File: src/rtl/div_pkg.sv
// Shared types and constants for the divide issue controller.
package div_pkg;
  localparam logic [5:0] DIV_CONTROL  = 6'b011010;
  localparam logic [5:0] DIVU_CONTROL = 6'b011011;

  // Divider result layout: {remainder, quotient}
  localparam int RES_HI_MSB = 63;
  localparam int RES_HI_LSB = 32;
  localparam int RES_LO_MSB = 31;
  localparam int RES_LO_LSB = 0;

  typedef enum logic [2:0] {
    S_IDLE,
    S_ISSUE,
    S_WAIT,
    S_WB,
    S_ABORT
  } div_state_e;

  function automatic logic is_div_op(input logic [5:0] op);
    return (op == DIV_CONTROL) || (op == DIVU_CONTROL);
  endfunction
endpackage

File: src/rtl/div_issue_ctrl_if.sv
// Start/annul handshake and operand/result bus between the controller and the iterative divider.
interface div_issue_ctrl_if;
  logic [5:0]  op;
  logic [31:0] opdata1;
  logic [31:0] opdata2;
  logic        start;
  logic        annul;
  logic [63:0] result;
  logic        ready;

  modport master (output op, opdata1, opdata2, start, annul, input result, ready);
  modport slave  (input op, opdata1, opdata2, start, annul, output result, ready);
endinterface

File: src/rtl/div_fastpath_detect.sv
// Combinational classifier for divides whose result is known without iterating.
module div_fastpath_detect
  import div_pkg::*;
(
  input  logic [5:0]  op,
  input  logic [31:0] rs,
  input  logic [31:0] rt,
  output logic        hit,
  output logic [31:0] hi,
  output logic [31:0] lo
);
  logic rt_one, rs_zero;

  assign rt_one  = (rt == 32'd1);
  assign rs_zero = (rs == 32'd0) && (rt != 32'd0);
  assign hit     = is_div_op(op) && (rt_one || rs_zero);
  // x/1 = x with no remainder regardless of signedness; 0/x = 0 rem 0
  assign lo      = rt_one ? rs : 32'd0;
  assign hi      = 32'd0;
endmodule

File: src/rtl/div_issue_ctrl.sv
// Issue/writeback sequencer for the iterative divider.
// Optional DIV_FASTPATH_EN: skip the divider for rt==1 and rs==0 divides.
module div_issue_ctrl
  import div_pkg::*;
#(
  parameter int DRAIN_CYCLES = 2
) (
  input  logic              clk,
  input  logic              rst,
  input  logic              req_valid_i,
  input  logic [5:0]        req_op_i,
  input  logic [31:0]       req_rs_i,
  input  logic [31:0]       req_rt_i,
  input  logic              flush_i,
  output logic              stall_o,
  output logic              busy_o,
  output logic              hilo_we_o,
  output logic [31:0]       hi_o,
  output logic [31:0]       lo_o,
  div_issue_ctrl_if.master  div
);
  localparam int DW = (DRAIN_CYCLES < 2) ? 1 : $clog2(DRAIN_CYCLES + 1);

  div_state_e  state_q, state_d;
  logic [5:0]  op_q, op_d;
  logic [31:0] rs_q, rs_d, rt_q, rt_d;
  logic [31:0] hi_q, hi_d, lo_q, lo_d;
  logic        start_q, start_d, annul_q, annul_d;
  logic [DW-1:0] drain_q, drain_d;
  logic        accept;
  logic        fast_hit;
  logic [31:0] fast_hi, fast_lo;

`ifdef DIV_FASTPATH_EN
  div_fastpath_detect u_fast (
    .op  (req_op_i),
    .rs  (req_rs_i),
    .rt  (req_rt_i),
    .hit (fast_hit),
    .hi  (fast_hi),
    .lo  (fast_lo)
  );
`else
  assign fast_hit = 1'b0;
  assign fast_hi  = 32'd0;
  assign fast_lo  = 32'd0;
`endif

  assign accept = (state_q == S_IDLE) && req_valid_i && is_div_op(req_op_i) && !flush_i;

  always_comb begin
    state_d = state_q;
    op_d    = op_q;
    rs_d    = rs_q;
    rt_d    = rt_q;
    hi_d    = hi_q;
    lo_d    = lo_q;
    start_d = start_q;
    annul_d = annul_q;
    drain_d = drain_q;
    case (state_q)
      S_IDLE: if (accept) begin
        op_d = req_op_i;
        rs_d = req_rs_i;
        rt_d = req_rt_i;
        if (fast_hit) begin
          hi_d    = fast_hi;
          lo_d    = fast_lo;
          state_d = S_WB;
        end else begin
          // start rises with ISSUE so the divider samples it at the end of ISSUE
          start_d = 1'b1;
          state_d = S_ISSUE;
        end
      end
      S_ISSUE, S_WAIT: begin
        if (flush_i) begin
          start_d = 1'b0;
          annul_d = 1'b1;
          drain_d = DW'(DRAIN_CYCLES);
          state_d = S_ABORT;
        end else if (state_q == S_ISSUE) begin
          state_d = S_WAIT;
        end else if (div.ready) begin
          hi_d    = div.result[RES_HI_MSB:RES_HI_LSB];
          lo_d    = div.result[RES_LO_MSB:RES_LO_LSB];
          start_d = 1'b0;
          state_d = S_WB;
        end
      end
      S_WB: state_d = S_IDLE;
      S_ABORT: begin
        if (drain_q <= DW'(1)) begin
          annul_d = 1'b0;
          state_d = S_IDLE;
        end else begin
          drain_d = drain_q - DW'(1);
        end
      end
      default: state_d = S_IDLE;
    endcase
  end

  always_ff @(posedge clk) begin
    if (rst) begin
      state_q <= S_IDLE;
      op_q    <= '0;
      rs_q    <= '0;
      rt_q    <= '0;
      hi_q    <= '0;
      lo_q    <= '0;
      start_q <= 1'b0;
      annul_q <= 1'b0;
      drain_q <= '0;
    end else begin
      state_q <= state_d;
      op_q    <= op_d;
      rs_q    <= rs_d;
      rt_q    <= rt_d;
      hi_q    <= hi_d;
      lo_q    <= lo_d;
      start_q <= start_d;
      annul_q <= annul_d;
      drain_q <= drain_d;
    end
  end

  assign stall_o     = accept || (state_q == S_ISSUE) || (state_q == S_WAIT) || (state_q == S_ABORT);
  assign busy_o      = (state_q != S_IDLE);
  assign hilo_we_o   = (state_q == S_WB);
  assign hi_o        = hi_q;
  assign lo_o        = lo_q;
  assign div.op      = op_q;
  assign div.opdata1 = rs_q;
  assign div.opdata2 = rt_q;
  assign div.start   = start_q;
  assign div.annul   = annul_q;
endmodule

File: src/flat_wrapper.sv
// flat-port wrapper written by rule: the top's interface ports become plain ports
module div_issue_ctrl_flat import div_pkg::*;
#(
  parameter int DRAIN_CYCLES = 2
)
  (clk, rst, req_valid_i, req_op_i, req_rs_i, req_rt_i, flush_i, stall_o, busy_o, hilo_we_o, hi_o, lo_o, div_op, div_opdata1, div_opdata2, div_start, div_annul, div_result, div_ready);
  div_issue_ctrl_if div_i ();
  input  logic clk;
  input  logic rst;
  input  logic req_valid_i;
  input  logic [5:0] req_op_i;
  input  logic [31:0] req_rs_i;
  input  logic [31:0] req_rt_i;
  input  logic flush_i;
  output logic stall_o;
  output logic busy_o;
  output logic hilo_we_o;
  output logic [31:0] hi_o;
  output logic [31:0] lo_o;
  output wire logic [$bits(div_i.op)-1:0] div_op;
  output wire logic [$bits(div_i.opdata1)-1:0] div_opdata1;
  output wire logic [$bits(div_i.opdata2)-1:0] div_opdata2;
  output wire logic [$bits(div_i.start)-1:0] div_start;
  output wire logic [$bits(div_i.annul)-1:0] div_annul;
  input wire logic [$bits(div_i.result)-1:0] div_result;
  input wire logic [$bits(div_i.ready)-1:0] div_ready;
  assign div_op = div_i.op;
  assign div_opdata1 = div_i.opdata1;
  assign div_opdata2 = div_i.opdata2;
  assign div_start = div_i.start;
  assign div_annul = div_i.annul;
  assign div_i.result = div_result;
  assign div_i.ready = div_ready;
  div_issue_ctrl #(.DRAIN_CYCLES(DRAIN_CYCLES)) u_core (.clk(clk), .rst(rst), .req_valid_i(req_valid_i), .req_op_i(req_op_i), .req_rs_i(req_rs_i), .req_rt_i(req_rt_i), .flush_i(flush_i), .stall_o(stall_o), .busy_o(busy_o), .hilo_we_o(hilo_we_o), .hi_o(hi_o), .lo_o(lo_o), .div(div_i));
endmodule
File: config.mk
export PLATFORM = sky130hd
export DESIGN_NAME = div_issue_ctrl_flat
export DESIGN_NICKNAME = d
export VERILOG_FILES = /design/src/rtl/div_pkg.sv /design/src/rtl/div_issue_ctrl_if.sv /design/src/rtl/div_fastpath_detect.sv /design/src/rtl/div_issue_ctrl.sv /design/src/flat_wrapper.sv
export SDC_FILE = /design/constraint.sdc
export NUM_CORES = 1
export LEC_CHECK = 0
export CORE_UTILIZATION = 37
export CTS_CLUSTER_DIAMETER = 150
export DETAILED_ROUTE_END_ITERATION = 12
export GPL_TIMING_DRIVEN = 0
export PLACE_DENSITY = 0.78
export RECOVER_POWER = 100
export SYNTH_ARGS = -nofsm -noshare
export SYNTH_HDL_FRONTEND = slang
export SYNTH_SLANG_ARGS = --single-unit
File: constraint.sdc
create_clock -name clk -period 2.07 [get_ports clk]
set_clock_uncertainty 0.05 [all_clocks]
set_input_delay 0.207 -clock clk [delete_from_list [all_inputs] [get_ports clk]]
set_output_delay 0.207 -clock clk [all_outputs]
set_load 0.02 [all_outputs]
# Word-level counts from Yosys, hierarchy flattened
# Cells that the tools add are included.
word_totals:
  regBits: 141
  inputBits: 139
  output_inout_bits: 139
  wordCells: 62
classes:
  n_addsub: 1
  n_lt_le_gt_ge: 1
  n_eq_ne: 13
  mux: 17
  bitwise_logic: 2
  n_reduce_logical: 19
ops:
  columns: ["op", "count"]
  rows:
  - ["$mux 3", 5]
  - ["$eq 6x5->1 const B", 2]
  - ["$pmux 3 s3", 1]
  - ["$reduce_and 3->1", 3]
  - ["$reduce_and 4->1", 2]
  - ["$eq 3x2->1 const B", 2]
  - ["$mux 1", 6]
  - ["$ne 3x3->1 const B", 2]
  - ["$logic_or 1x1->1", 4]
  - ["$mux 2", 2]
  - ["$ne 2x1->1 const B", 2]
  - ["$ne 2x2->1 const B", 2]
  - ["$ne 4x3->1 const B", 1]
  - ["$pmux 1 s2", 2]
  - ["$pmux 2 s2", 1]
  - ["$reduce_bool 2->1", 2]
  - ["$eq 3x1->1 const B", 1]
  - ["$eq 3x3->1 const B", 1]
  - ["$logic_and 1x1->1", 3]
  - ["$logic_not 3->1", 1]
  - ["$reduce_bool 3->1", 1]
  - ["$le 2x1->1 const B", 1]
  - ["$not 1->1", 2]
  - ["$reduce_and 2->1", 1]
  - ["other kinds (3)", 3]

# Depth between registers and ports, before layout
depth:
  ltp_word: 7
  ltp_mapped: 8
  depth_no_buf: 5

# Least setup slack after synthesis
# No wires, ideal clock.
synth_path:
  kind: "flip-flop to flip-flop"
  startpoint: "register u_core.state_q[1]"
  endpoint: "register u_core.rt_q[14] (netlist: u_core.div.opdata2[14])"
  setup_ns: 0.116
  t_arrival_ns: 1.823
  required_time_ns: 1.904
  path_slack_ns: 0.081
  stages_incl_launch_ff: 9
  path_buffers: 5
  period_less_slack_ns: 1.989
  cell_sequence: "dfxtp_1 buf_6 or3_1 clkbuf_1 or3_1 clkbuf_1 buf_6 buf_6 a31o_1"
synth_between:
  elab_chain_cells: 5
synth_rtl:
  columns: ["item", "line_no", "source"]
  rows:
  - ["start, declared", "div_issue_ctrl.sv:24", "div_state_e state_q, state_d;"]
  - ["start signal, assigned", "div_issue_ctrl.sv:116", "state_q <= state_d;"]
  - ["$logic_not 3->1 *", "div_issue_ctrl.sv:49, div_issue_ctrl.sv:61", null]
  - ["$logic_and 1x1->1 (3 in a row)", "div_issue_ctrl.sv:49", "assign accept = (state_q == S_IDLE) && req_valid_i && is_div_op(req_op_i) && !flush_i;"]
  - ["$reduce_and 2->1 (no line) *", null, null]
  - ["end signal, assigned", "div_issue_ctrl.sv:119", "rt_q <= rt_d;"]
  - ["end, declared", "div_issue_ctrl.sv:26", "logic [31:0] rs_q, rs_d, rt_q, rt_d;"]
# Every way passes the cells marked *; elsewhere a longest branch is shown, timed or not.
# A chain may end at the register's enable or synchronous reset.

# Final worst setup path
layout_path:
  startpoint: "register u_core.state_q[2]"
  endpoint: "output stall_o"
layout_between:
  elab_chain_cells: 7
  elab_cells_between_ends: 10
  cone_classes: "eq/ne: 3; reduce/logical: 7"
layout_rtl:
  columns: ["item", "line_no", "source"]
  rows:
  - ["$logic_not 3->1", "div_issue_ctrl.sv:49", null]
  - ["$logic_and 1x1->1 (3 in a row)", "div_issue_ctrl.sv:49", null]
  - ["$logic_or 1x1->1 (2 in a row)", "div_issue_ctrl.sv:128", "assign stall_o = accept || (state_q == S_ISSUE) || (state_q == S_WAIT) || (state_q == S_ABORT);"]
  - ["$logic_or 1x1->1 *", "div_issue_ctrl.sv:128", null]
  - ["end, declared", "flat_wrapper.sv:15", "output logic stall_o;"]
# Marks and branches as above.

==> metrics <==
Starting Density=38.1%; CP max FO=4; crit path capture type=primary output; Final HPWL DP=14.9 mm; TritonRoute pass-1 iters=4; core region area=around 15000 um^2; CTS tree=done; Ports=278; count of final setup violators=0; antenna violations before repair=1; max-slew violations=0; Tcrit/Tclk final=a little over nine tenths; port buffer count=276; vias in the first global route=6101; setup TNS=0 ps; worst min path class=in -> reg; Filler cells=between 1000 and 1500; post-synthesis instance total=653; Arrival @ worst endpoint=1760 ps; DRC=0; Seq/Total Area, Yosys=about half; minimum clock period=2020 ps; area leader, netlist=dfxtp_1; pin count of the biggest net entering global routing=17; deepest clock path buffer count=2; # H-tree levels=4; initial DRC count=between 300 and 400; Critical path buffers and inverters=2; top post-synthesis cells by area=dfxtp_1 (49%), nand2b_1 (7.4%), a31o_2 (7.2%); peak supply drop=495 uV; area share of the largest cell type after synthesis=48.6%; ys flop type=dfxtp_1; Final Hold Vio Count=0; Pleak=0.00369 uW; Post-Syn Nets=between 700 and 800; nets=1093; first-pass GRT wire length=31.6 mm; outcome=finished clean; # clock sinks=141; Yosys reg bits=141; Mean Syn Cell Area=a little under 9 um^2; GRT Util Overall=between 20% and 30%; crit path kind=reg -> out; final wirelength=20.3 mm; Placed Cells=1140; hold_ws=roughly 120 ps; WP data required=1810 ps; FMAX=495 MHz; crit-path cells=or3_4, clkbuf_16, o21ba_4, nor2_4, buf_6; Multi-input gate area=2660 um^2; Reg area=approximately 2800 um^2; TritonCTS buffer count=17; worst-margin pin slew=roughly 560 ps; clk root buf=clkbuf_16; Post-synth ARST share=0%; CP Launch Type=flop; synthesized cell area=5810 um^2; Vias=6241; wire per inst=17.2 um; Synth Warn #=0; CP max-delay cell=or3_4; Clock Latency Late Sink=410 ps; Worst-path clk slew=60 ps; synth unique cells=35; RSZ-0062 raised after global routing=no; die area=~16000 um^2; # rows=45; share of layout cells above drive strength 1=12.2%; Finished Layout Cells=1178; max_cap viols=0; PwrDens=631 nW/um^2; GPL Wtd Cong=0.819; delay-heaviest family, CP=simple AND/OR/NAND/NOR gates; Area growth syn-to-layout=63.4%; slowest cell delay on critical path=about 430 ps; total gr overflow=0; vias per inst=5.30; Worst slew margin=a little over three fifths; Routed Antenna Nets=0; Die Ht=127 um; number of synthesized flops with an enable pin=0; chip width=127 um; total power=6000 uW
## report_power, final
part           internal [uW]  switching, uW  leakage, uW
clock network           1560           1220     0.000244
logic                    298            193      0.00231
registers               2720           3.53      0.00114
## cell type report
| type | count | area share [%] |
|---|---|---|
| inverters | 3 | 0.132 |
| well taps | 211 | 2.78 |
| clock inverters | 13 | 0.988 |
| flip-flops and latches | 141 | 29.8 |
| multi-input cells | 426 | 28.0 |
| diodes | 1 | 0.0264 |
| clock buffers | 19 | 4.66 |
| plain buffers | 77 | 3.77 |
| repair buffers | 287 | 29.8 |
## kinds of logic after synthesis
logic type / count (synthesis) / synth area share [%]
flops: 141 / 48.6
compound gates: 206 / 22.5
buf+inv: 86 / 6.18
fa+ha+maj: 2 / 0.388
xor+xnor: 1 / 0.151
simple gates: 217 / 22.2
## Yosys cell counts, drive strengths merged (2+ instances only)
cell and n:
dfxtp 141, nand2b 69, a21oi 68, clkbuf 68, nor4 66, a31o 65
nand3 64, o21ai 64, buf 15, o21a 4, and3 3, inv 3
or3 3, nor2 2, or3b 2
## state kept, by name, summed over array words and instances, names as in the netlist
signal,flops
u_core.lo_o,32
u_core.div.opdata1,32
u_core.hi_o,32
u_core.div.opdata2,32
u_core.state_q,3
u_core.drain_q,2
u_core.div.op,6
u_core.div.start,1
u_core.div.annul,1
## layout by cell type (no fill, tap or decap), types with 2 or more instances in the layout
cell type        instances
a21oi_1                 68
a31o_1                  17
a31o_2                  48
and3_1                   3
buf_1                    2
buf_4                   10
buf_6                    3
clkbuf_1                63
clkbuf_16               18
clkbuf_2                10
clkbuf_8                 3
clkdlybuf4s50_1        136
clkinv_2                 3
clkinvlp_4               7
dfxtp_1                140
dlygate4sd3_1          136
inv_6                    2
nand2b_1                69
nand3_1                 64
nor4_1                  65
o21a_1                   4
o21ai_0                 64
or3_4                    2
## what timing repair did
action / CTS / global route
pin swaps: 1 / 2
hold endpoints to repair: 0 / 0
hold buffers: 0 / 0
setup buffers: 11 / 0
gates resized for setup: 30 / 12
setup endpoints to repair: 79 / 37
## through the flow
stage | setup WS [ps] | area, um^2 | util [%]
floorplan | 81.4 | 5810 | -
global placement | -802 | 8840 | 57.9
detailed placement | -816 | 8840 | 57.9
CTS | 0.870 | 9510 | 62.3
global route | 0.302 | 9500 | 62.2
finish | 49.3 | 9500 | 62.2
## metal layers
layer	vias to the layer above	track usage, %	wire [um]	part of all wire [%]
li1	3016	-	-	-
met1	2923	27.9	7970	39
met2	263	42.0	9580	47
met3	39	10.6	2200	11
met4	0	9.87	529	2.6
met5	-	0	0	0
## path summary, 6_finish.rpt
check | from | to | depth (start not counted) | slack (ps)
setup / recovery | u_core.state_q[2]$_SDFFE_PP0P_ | stall_o | 5 | 50
setup reg to reg | u_core.state_q[2]$_SDFFE_PP0P_ | u_core.div.opdata2[14]$_SDFFE_PP0P_ | 5 | 90
hold reg to reg | u_core.div.op[1]$_SDFFE_PP0P_ | u_core.div.op[1]$_SDFFE_PP0P_ | 1 | 410
hold / removal | flush_i | u_core.state_q[1]$_SDFFE_PP0P_ | 2 | 120
Note: power is estimated with default switching activity, not from simulation.
